$ cat config.mk
export PLATFORM = sky130hd
export DESIGN_NAME = seq_piso_serializer
export DESIGN_NICKNAME = d
export VERILOG_FILES = /design/src/rtl/seq_piso_serializer.sv
export SDC_FILE = /design/constraint.sdc
export NUM_CORES = 1
export LEC_CHECK = 0
export CORE_MARGIN = 8
export CORE_UTILIZATION = 35
export CTS_CLUSTER_DIAMETER = 60
export CTS_CLUSTER_SIZE = 16
export DETAILED_ROUTE_END_ITERATION = 6
export SLEW_MARGIN = 20
export SYNTH_ARGS = -nofsm -noshare
export SYNTH_HDL_FRONTEND = slang
export SYNTH_SLANG_ARGS = --single-unit
$ cat constraint.sdc
create_clock -name clk -period 1.7 [get_ports clk]
set_input_delay 0.17 -clock clk [delete_from_list [all_inputs] [get_ports clk]]
set_output_delay 0.17 -clock clk [all_outputs]
set_load 0.02 [all_outputs]
$ cat src/rtl/seq_piso_serializer.sv
// MSB-first parallel-to-serial stage feeding a 1-bit sequence FSM input.
// Optional even-parity bit per frame when SEQ_PISO_SERIALIZER_PARITY_EN is defined.
module seq_piso_serializer #(
    parameter int unsigned nbits = 8
) (
    input  logic                          clk,
    input  logic                          reset,
    input  logic                          in_val,
    output logic                          in_rdy,
    input  logic [nbits-1:0]              in_,
    output logic                          out,
    output logic                          out_val,
    output logic [$clog2(nbits+1)-1:0]    bit_idx
);

    localparam int unsigned IW = $clog2(nbits + 1);
    localparam logic [IW-1:0] LAST_IDX = IW'(nbits - 1);

`ifdef SEQ_PISO_SERIALIZER_PARITY_EN
    localparam logic [IW-1:0] PAR_IDX = IW'(nbits);
    typedef enum logic [1:0] {
        ST_IDLE   = 2'd0,
        ST_SHIFT  = 2'd1,
        ST_PARITY = 2'd2
    } state_e;
`else
    typedef enum logic [0:0] {
        ST_IDLE  = 1'b0,
        ST_SHIFT = 1'b1
    } state_e;
`endif

    state_e            state_q, state_d;
    logic [nbits-1:0]  shift_q, shift_d;
    logic              out_q, out_d;
    logic              out_val_q, out_val_d;
    logic [IW-1:0]     bit_idx_q, bit_idx_d;
`ifdef SEQ_PISO_SERIALIZER_PARITY_EN
    logic              par_q, par_d;
`endif

    logic last_data_c;
    logic final_c;
    logic xfer_c;

    // Ready on the cycle carrying the final frame bit, so the next word follows with no gap.
    always_comb begin
        last_data_c = (state_q == ST_SHIFT) && (bit_idx_q == LAST_IDX);
`ifdef SEQ_PISO_SERIALIZER_PARITY_EN
        final_c     = (state_q == ST_PARITY);
`else
        final_c     = last_data_c;
`endif
        in_rdy      = !reset && ((state_q == ST_IDLE) || final_c);
        xfer_c      = in_val && in_rdy;
    end

    always_comb begin
        state_d   = state_q;
        shift_d   = shift_q;
        out_d     = out_q;
        out_val_d = out_val_q;
        bit_idx_d = bit_idx_q;
`ifdef SEQ_PISO_SERIALIZER_PARITY_EN
        par_d     = par_q;
`endif

        if (xfer_c) begin
            // MSB goes straight to the output flop; the rest waits in the shifter.
            state_d   = ST_SHIFT;
            out_d     = in_[nbits-1];
            shift_d   = {in_[nbits-2:0], 1'b0};
            out_val_d = 1'b1;
            bit_idx_d = '0;
`ifdef SEQ_PISO_SERIALIZER_PARITY_EN
            par_d     = ^in_;
`endif
        end else begin
            case (state_q)
                ST_IDLE: begin
                    out_d     = 1'b0;
                    out_val_d = 1'b0;
                    bit_idx_d = '0;
                end
                ST_SHIFT: begin
                    if (!last_data_c) begin
                        out_d     = shift_q[nbits-1];
                        shift_d   = {shift_q[nbits-2:0], 1'b0};
                        bit_idx_d = bit_idx_q + IW'(1);
                    end else begin
`ifdef SEQ_PISO_SERIALIZER_PARITY_EN
                        state_d   = ST_PARITY;
                        out_d     = par_q;
                        bit_idx_d = PAR_IDX;
`else
                        state_d   = ST_IDLE;
                        out_d     = 1'b0;
                        out_val_d = 1'b0;
                        bit_idx_d = '0;
`endif
                    end
                end
                default: begin
                    state_d   = ST_IDLE;
                    out_d     = 1'b0;
                    out_val_d = 1'b0;
                    bit_idx_d = '0;
                end
            endcase
        end
    end

    always_ff @(posedge clk or posedge reset) begin
        if (reset) begin
            state_q   <= ST_IDLE;
            shift_q   <= '0;
            out_q     <= 1'b0;
            out_val_q <= 1'b0;
            bit_idx_q <= '0;
`ifdef SEQ_PISO_SERIALIZER_PARITY_EN
            par_q     <= 1'b0;
`endif
        end else begin
            state_q   <= state_d;
            shift_q   <= shift_d;
            out_q     <= out_d;
            out_val_q <= out_val_d;
            bit_idx_q <= bit_idx_d;
`ifdef SEQ_PISO_SERIALIZER_PARITY_EN
            par_q     <= par_d;
`endif
        end
    end

    assign out     = out_q;
    assign out_val = out_val_q;
    assign bit_idx = bit_idx_q;

endmodule

# [Word-level counts from Yosys, hierarchy flattened]
# Index checks and enable logic that the tools add are counted.
[word_totals] n_memories=0 reg_bits=15 inputBits=11 word_cells=32 latchBits=0 mem_bits_rw=0 out_inout_bits=7 rom_bits=0
[op_classes] eq_ne=3 muxes=15 n_reduce_logical=7 div=0 shifts=0 order_cmp=0 bitwise_logic=1 n_mul=0 addsub=1
[ops] op="2-to-1 mux 8 bit" n=3
[ops] op="2-to-1 mux 4 bit" n=2
[ops] op="one-hot mux 4 bit (2 select lines)" n=1
[ops] op="2-to-1 mux 1 bit" n=7
[ops] op="adder 4 x 1 -> 4 bit, second input constant" n=1
[ops] op="equality test 4 x 3 -> 1 bit, second input constant" n=1
[ops] op="one-hot mux 1 bit (2 select lines)" n=2
[ops] op="logical AND 1 bit" n=3
[ops] op="inequality test 3 x 1 -> 1 bit, second input constant" n=1
[ops] op="inequality test 2 x 1 -> 1 bit, second input constant" n=1
[ops] op="AND reduction 2 bit" n=1
[ops] op="nonzero test 2 bit" n=1
[ops] op="logical NOT 1 bit" n=1
[ops] op="logical OR 1 bit" n=1
[ops] op="NOT 1 bit" n=1

# [Logic depth before layout (Yosys ltp)]
# Gate-level depths: netlist of the first run.
[logic_depth] ltp_word=7 ltp_mapped=5 mapped_depth_nobuf=4

# [Worst setup path before layout of the first run]
# Ideal clock, no wire load.
[synth_path] path_type="reg-to-reg" start="reg bit_idx_q[0], in the netlist bit_idx[0]" end="reg out_val_q, in the netlist out_val" required_ns=1.575 setup_slack_ns=0.119 arrival_ns=1.456 n_path_buf=1 period_less_slack_ns=1.581 path_stages_with_launch=6 setup_ns=0.125 path_cell_list="dfrtp_1 -> ha_1 -> nand2_1 -> o21ai_1 -> buf_4 -> mux2_2"
[synth_between] elab_chain_cells=6 word_cells_on_any_way=7 classes_between="eq/ne: 2; mux: 1; reduce/logical: 4"
[synth_lines] element="start: declaration" line_no="37" text="logic [IW-1:0] bit_idx_q, bit_idx_d;"
[synth_lines] element="start signal: assignment" line_no="128" text="bit_idx_q <= bit_idx_d;"
[synth_lines] element="equality test 4 x 3 -> 1 bit (*)" line_no="48" text="last_data_c = (state_q == ST_SHIFT) && (bit_idx_q == LAST_IDX);"
[synth_lines] element="logical AND 1 bit (*)" line_no="48"
[synth_lines] element="logical OR 1 bit" line_no="54" text="in_rdy = !reset && ((state_q == ST_IDLE) || final_c);"
[synth_lines] element="logical AND 1 bit" line_no="54"
[synth_lines] element="logical AND 1 bit" line_no="55" text="xfer_c = in_val && in_rdy;"
[synth_lines] element="inequality test 3 x 1 -> 1 bit (no source line) / 2-to-1 mux 1 bit (equally long branches)"
[synth_lines] element="end signal: assignment" line_no="127" text="out_val_q <= out_val_d;"
[synth_lines] element="end: declaration" line_no="36" text="logic out_val_q, out_val_d;"
# Mark *: on every way between the ends. The rest lies on a longest branch, timed or not.
# A chain may end at the register's enable or synchronous reset.

# [Worst setup path after layout of the first run]
[layout_path] start="reg bit_idx_q[0], in the netlist bit_idx[0]" end="out bit_idx[0]"
[layout_rtl] element="end: declaration" line_no="13" text="output logic [$clog2(nbits+1)-1:0] bit_idx"
# No word-level cell between the ends.

==> results.sh, run 1 <==
export IMPL_p_leak_nw=0.4383
export IMPL_timing_hold_violations_final=0
export IMPL_fin_nets=89
export IMPL_seq_area_frac_synth=0.5166
export IMPL_synth_top_family_by_area="multiplexers"
export IMPL_drtIter0Drc=2
export IMPL_p_per_area_nw_per_um2=1607
export IMPL_vdd_drop_max_mv=0.8091
export IMPL_slew_headroom=0.6535
export IMPL_clock_latency_on_the_worst_skew_pair_ns=0.27
export IMPL_worst_hold_path_type="in -> async"
export IMPL_fillers=181
export IMPL_initial_antenna_violation_count=0
export IMPL_finalMaxSlewViolations=0
export IMPL_yosys_register_bits=14
export IMPL_synthCells=50
export IMPL_area_growth_syn_to_layout_pct=37.64
export IMPL_avgSynthCellArea_sq_um=13.56
export IMPL_fin_skew_ns=0.002966
export IMPL_routed_via_count=446
export IMPL_critical_path_start_end_classification="reg -> out"
export IMPL_worst_ep_arrival_time_ns=1.34
export IMPL_viasPerCell=4.373
export IMPL_pin_count=18
export IMPL_required_ns=1.53
export IMPL_critical_path_endpoint_type="primary output"
export IMPL_run_status="completed"
export IMPL_clock_sink_count=14
export IMPL_mostFrequentLayoutCell="sky130_fd_sc_hd__clkdlybuf4s50_1"
export IMPL_fraction_of_final_layout_cells_sized_beyond_drive_strength_1=0.3333
export IMPL_grt_use_total=0.08127
export IMPL_place_congestion=0.6803
export IMPL_die_area_sq_um=3602
export IMPL_layout_common_cells="sky130_fd_sc_hd__clkdlybuf4s50_1 (16), sky130_fd_sc_hd__dfrtp_1 (14), sky130_fd_sc_hd__mux2_4 (10)"
export IMPL_maxClockFrequency_mhz=664.3
export IMPL_setup_worst_path_start_class="flop"
export IMPL_post_cts_setup_buffers=0
export IMPL_dp_cells=99
export IMPL_tns_ns=0
export IMPL_period_needed_ns=1.505
export IMPL_synth_compound_area_share=0.02583
export IMPL_synth_mux_area_fraction=0.3007
export IMPL_ys_warnings_count=0
export IMPL_rows=16
export IMPL_drtAntennaViolNets=0
export IMPL_synthesis_nets=62
export IMPL_congestion_overflow_gr=0
export IMPL_drc=0
export IMPL_port_buffers=17
export IMPL_synth_xor_xnor_area_share=0.02583
export IMPL_netlist_area_sq_um=678.2
export IMPL_grt_start_max_net_pins=15
export IMPL_grt_pass1_vias=483
export IMPL_htree_levels=1
export IMPL_wire_length_of_the_first_global_routing_pass_um=2159
export IMPL_wl_per_cell_um=12.31
export IMPL_clock_tree_from_tritoncts="built"
export IMPL_starting_density_of_the_core=0.3566
export IMPL_dp_final_hpwl_um=941.5
export IMPL_number_of_optimization_iterations_in_the_first_detailed_route_pass=2
export IMPL_core_region_area_sq_um=1902
export IMPL_detail_route_wirelength_um=1256
export IMPL_num_antenna_cells=0
export IMPL_grt_setup_unrepaired="no"
export IMPL_design_power_total_w=0.001500
export IMPL_dieHeight_um=60.02
export IMPL_netlist_cell_type_count=18
export IMPL_chipWidth_um=60.02
export IMPL_basic_gate_share_of_the_synthesized_area_counting_and_or_nand_and_nor_cells=0.07380
export IMPL_cts_reportedPaths_clkPinSlew_ns=0.08
export IMPL_clock_path_buffers=2
export IMPL_clock_root_buffer="sky130_fd_sc_hd__clkbuf_4"
export IMPL_worst_slew_pin_slew_ns=0.5192
export IMPL_max_cap_viol_count=0
export IMPL_inserted_clock_buffers=3
export IMPL_path_max_fanout=3
export IMPL_finalSetupViolCount=0
export IMPL_post_synth_fa_ha_maj_area_fraction=0.01845
export IMPL_final_cells=102
export IMPL_fin_crit_sh=0.8854
report_power, final:
group / total, W / leakage, nW / internal [W] / switching (W)
clock: 0.000176 / 0.0138 / 0.0000819 / 0.0000941
combinational: 0.000786 / 0.244 / 0.000462 / 0.000325
sequential: 0.000537 / 0.181 / 0.000458 / 0.0000793
worst max-delay path: stages, from the launching register on:
cell and delay [ns]:
sky130_fd_sc_hd__dfrtp_1 0.35, sky130_fd_sc_hd__buf_4 0.12, sky130_fd_sc_hd__clkdlybuf4s50_1 0.60
stage by stage:
step / hold slack, ns / area [sq um] / setup slack (ns) / utilization
after floorplan: 0.05922 / 678.2 / 0.1192 / -
after CTS: 0.3065 / 937.1 / 0.01991 / 0.4928
final: 0.2876 / 933.4 / 0.1948 / 0.4908
after global placement: 0.4914 / 915.9 / 0.03051 / 0.4816
after detailed placement: 0.4981 / 915.9 / 0.04881 / 0.4816
after global routing: 0.3587 / 933.4 / 0.1231 / 0.4908
sequential cells by signal (all words and copies together), names as in the netlist:
name and cells:
bit_idx 4, out 1, out_val 1, shift_q 7
state_q 1
kinds of logic (layout without fill, tap and decap cells):
kind of cell               Yosys count  count (layout)
and+or+nand+nor                     11              11
AOI/OAI and AO/OA                    3               3
buffers and inverters                4              29
adders and majority gates            1               1
DFF                                 14              14
xor gates and xnor gates             2               2
muxes                               15              15
synth_stat cells:
cell type | number | area (sq um)
sky130_fd_sc_hd__dfrtp_1 | 14 | 350.3
sky130_fd_sc_hd__mux2_4 | 10 | 150.1
sky130_fd_sc_hd__nor2_1 | 4 | 15.01
sky130_fd_sc_hd__mux2_2 | 3 | 33.78
sky130_fd_sc_hd__nand2_1 | 3 | 11.26
sky130_fd_sc_hd__inv_1 | 2 | 7.510
sky130_fd_sc_hd__mux2i_1 | 2 | 20.02
sky130_fd_sc_hd__xor2_1 | 2 | 17.52
sky130_fd_sc_hd__a21oi_1 | 1 | 5.000
sky130_fd_sc_hd__and2_1 | 1 | 6.260
sky130_fd_sc_hd__buf_4 | 1 | 7.510
sky130_fd_sc_hd__buf_6 | 1 | 11.26
sky130_fd_sc_hd__ha_1 | 1 | 12.51
sky130_fd_sc_hd__nand3_1 | 1 | 5.000
sky130_fd_sc_hd__nor2b_1 | 1 | 6.260
sky130_fd_sc_hd__o21a_1 | 1 | 7.510
sky130_fd_sc_hd__o21ai_1 | 1 | 5.000
sky130_fd_sc_hd__or2_2 | 1 | 6.260
path summary, 6_finish.rpt:
| kind | slack, ns | endpoint | start | cells after the start |
|---|---|---|---|---|
| max | 0.19 | bit_idx[0] | bit_idx[0] | 2 |
| min | 0.29 | out_val | reset | 2 |
| max reg2reg | 0.29 | shift_q[6] | bit_idx[1] | 5 |
| min reg2reg | 0.51 | shift_q[3] | shift_q[2] | 1 |
| max in group asynchronous | 1.07 | shift_q[7] | reset | 2 |
| min in group clk | 0.46 | out | in_[7] | 3 |
timing repair:
item,in CTS,in global routing
endpoints found under the setup margin,1,1
hold buffers,0,0
resized for setup,1,2
final cells by class:
type                    count  area [sq um]  area share
repair buffers             24         217.7      0.2332
inverters                   2         7.507    0.008043
clock buffers               3         22.52     0.02413
flip-flops and latches     14         350.3      0.3753
well taps                  27         33.78     0.03619
multi-input cells          32         301.5      0.3231
per-layer routing:
layer  global-route usage  wire length, um
met2               0.1154              587
met1               0.1028              596
met4              0.05102                6
met5                    0                0
met3              0.02581               66
(Power assumes the default switching activity.)
==> inputs of run 2 (changes only) <==
--- a/config.mk
+++ b/config.mk
@@ -10,6 +10,8 @@
 export CTS_CLUSTER_DIAMETER = 60
 export CTS_CLUSTER_SIZE = 16
 export DETAILED_ROUTE_END_ITERATION = 6
+export PLACE_DENSITY_LB_ADDON = 0.15
+export SETUP_SLACK_MARGIN = 0.1
 export SLEW_MARGIN = 20
 export SYNTH_ARGS = -nofsm -noshare
 export SYNTH_HDL_FRONTEND = slang
==> constraint.sdc (replaced) <==
create_clock -name clk -period 1.7 [get_ports clk]
set_input_delay 0.17 -clock clk [delete_from_list [all_inputs] [get_ports clk]]
set_output_delay 0.17 -clock clk [all_outputs]
set_load 0.005 [all_outputs]
==> run 2 against run 1 <==
Net effect: utilization increased by 0.13 points; cell count unchanged; critical path depth increased by 3; largest power group unchanged.
==> results.sh, run 2 (synthesis gave the netlist of run 1 again) <==
export IMPL_worst_ep_arrival_time_ns=1.28
export IMPL_port_buffers=17
export IMPL_path_max_fanout=2
export IMPL_critical_path_slowest_cell="sky130_fd_sc_hd__dfrtp_1"
export IMPL_clock_root_buffer="sky130_fd_sc_hd__clkbuf_4"
export IMPL_critical_path_start_end_classification="reg -> out"
export IMPL_mostFrequentLayoutCell="sky130_fd_sc_hd__clkdlybuf4s50_1"
export IMPL_cts_reportedPaths_clkPinSlew_ns=0.08
export IMPL_core_region_area_sq_um=1902
export IMPL_stage_delay_of_the_slowest_cell_on_the_critical_path_ns=0.36
export IMPL_placement_cell_area_sq_um=900.9
export IMPL_top_register="shift_q"
export IMPL_dp_final_hpwl_um=964.3
export IMPL_inserted_clock_buffers=3
export IMPL_wire_length_of_the_first_global_routing_pass_um=2118
export IMPL_grt_setup_unrepaired="no"
export IMPL_ctsHoldBuffers=0
export IMPL_number_of_optimization_iterations_in_the_first_detailed_route_pass=4
export IMPL_congestion_overflow_gr=0
export IMPL_grt_use_total=0.08161
export IMPL_fin_crit_sh=0.8548
export IMPL_wl_met3_um=129
export IMPL_setup_worst_path_start_class="flop"
export IMPL_viasPerCell=4.284
export IMPL_slew_headroom=0.6334
export IMPL_num_antenna_cells=0
export IMPL_critical_path_cell_chain="ha_2 -> nand2_1 -> o21a_1 -> nor2_1 -> clkbuf_2"
export IMPL_worst_hold_path_type="in -> async"
export IMPL_drtAntennaViolNets=0
export IMPL_fraction_of_final_layout_cells_sized_beyond_drive_strength_1=0.3467
export IMPL_area_growth_syn_to_layout_pct=38.01
export IMPL_period_needed_ns=1.453
export IMPL_path_buf_inv=1
export IMPL_wl_met2_um=617
export IMPL_layout_common_cells="sky130_fd_sc_hd__clkdlybuf4s50_1 (16), sky130_fd_sc_hd__dfrtp_1 (14), sky130_fd_sc_hd__mux2_4 (10)"
export IMPL_clock_path_buffers=2
export IMPL_topRoutingLayerUsed="met4"
export IMPL_chipWidth_um=60.02
export IMPL_fin_nets=89
export IMPL_finalSetupViolCount=0
export IMPL_max_cap_viol_count=0
export IMPL_place_congestion=0.7128
export IMPL_initial_antenna_violation_count=0
export IMPL_run_status="completed"
export IMPL_rows=16
export IMPL_worst_slew_pin_slew_ns=0.5493
export IMPL_tns_ns=0
export IMPL_layout_setup_ws_ns=0.2469
export IMPL_starting_density_of_the_core=0.3566
export IMPL_area_sequential_sq_um=350.3
export IMPL_grt_start_max_net_pins=15
export IMPL_p_per_area_nw_per_um2=1535
export IMPL_routed_via_count=437
export IMPL_grt_pass1_vias=459
export IMPL_drc=0
export IMPL_detail_route_wirelength_um=1313
export IMPL_dieHeight_um=60.02
export IMPL_htree_levels=1
export IMPL_timing_hold_violations_final=0
export IMPL_wl_per_cell_um=12.87
export IMPL_die_area_sq_um=3602
export IMPL_vdd_drop_max_mv=0.6954
export IMPL_fin_skew_ns=0.005496
export IMPL_clock_sink_count=14
export IMPL_multiInputGateArea_sq_um=304.0
export IMPL_clock_latency_on_the_worst_skew_pair_ns=0.28
export IMPL_drtIter0Drc=2
export IMPL_p_leak_nw=0.4366
export IMPL_pin_count=18
export IMPL_largest_register_ff_count=7
export IMPL_pre_cts_ws_ns=0.06042
export IMPL_critical_path_endpoint_type="primary output"
export IMPL_drt_met1_wl_um=553
export IMPL_fillers=188
export IMPL_layout_cell_area_non_filler_sq_um=935.9
export IMPL_maxClockFrequency_mhz=688.2
export IMPL_required_ns=1.53
export IMPL_critPathTopFamily="flip-flops"
export IMPL_finalMaxSlewViolations=0
export IMPL_clock_tree_from_tritoncts="built"
run 2: per-stage QoR:
step	instances	utilization	power, W	hold WS [ns]
4_1_cts	102	0.4947	0.001465	0.3208
2_1_floorplan	50	-	0.0009585	0.05922
3_5_place_dp	97	0.4737	0.001239	0.4949
5_1_grt	102	0.4921	0.001549	0.3593
6_report	102	0.4921	0.001437	0.2933
3_3_place_gp	97	0.4737	0.001233	0.4946
run 2: layout make-up:
cell class | count | area share
Inverter | 2 | 0.008021
Timing Repair Buffer | 24 | 0.2326
Multi-Input combinational cell | 32 | 0.3249
Clock buffer | 3 | 0.02406
Sequential cell | 14 | 0.3743
Tap cell | 27 | 0.03610
run 2: final timing paths:
| path | startpoint | endpoint | slack, ns | cells past startpoint |
|---|---|---|---|---|
| worst max-delay path | bit_idx[0] | in_rdy | 0.25 | 5 |
| worst min-delay path | reset | shift_q[3] | 0.29 | 2 |
| worst max register to register | bit_idx[0] | out_val | 0.27 | 5 |
| worst min register to register | shift_q[2] | shift_q[3] | 0.51 | 1 |
| max in group asynchronous | reset | bit_idx[0] | 1.04 | 2 |
| min in group clk | in_[7] | out | 0.45 | 3 |
run 2: repair_timing:
item                                    CTS  global route
gates resized for setup                   3             1
setup buffers                             2             0
pin swaps                                 1             1
endpoints found under the setup margin    1             1
run 2: layer usage:
metal | vias up | global-route usage
met4 | 0 | 0.02041
met1 | 205 | 0.09238
met3 | 2 | 0.05161
met5 | - | 0
li1 | 218 | -
met2 | 12 | 0.1246
run 2: worst reg2reg max path, delay by kind of cell, from the launching register on:
family,cells,cell delay (ns)
DFF,1,0.36
muxes,1,0.34
buffers and inverters,1,0.21
adders and majority gates,1,0.19
AOI/OAI and AO/OA,1,0.16
and+or+nand+nor,1,0.07
run 2: where the power goes:
group          total, W  internal (W)  switching (W)
logic          0.000712      0.000463       0.000249
clock network  0.000187     0.0000821       0.000105
registers      0.000538      0.000458      0.0000797
==> inputs of run 3 (changes only) <==
--- a/config.mk
+++ b/config.mk
@@ -10,6 +10,7 @@
 export CTS_CLUSTER_DIAMETER = 60
 export CTS_CLUSTER_SIZE = 16
 export DETAILED_ROUTE_END_ITERATION = 6
+export HOLD_SLACK_MARGIN = 0.02
 export PLACE_DENSITY_LB_ADDON = 0.15
 export SETUP_SLACK_MARGIN = 0.1
 export SLEW_MARGIN = 20
==> results of run 3 <==
No change in the layout: final DEF, timing and power equal those of run 2.
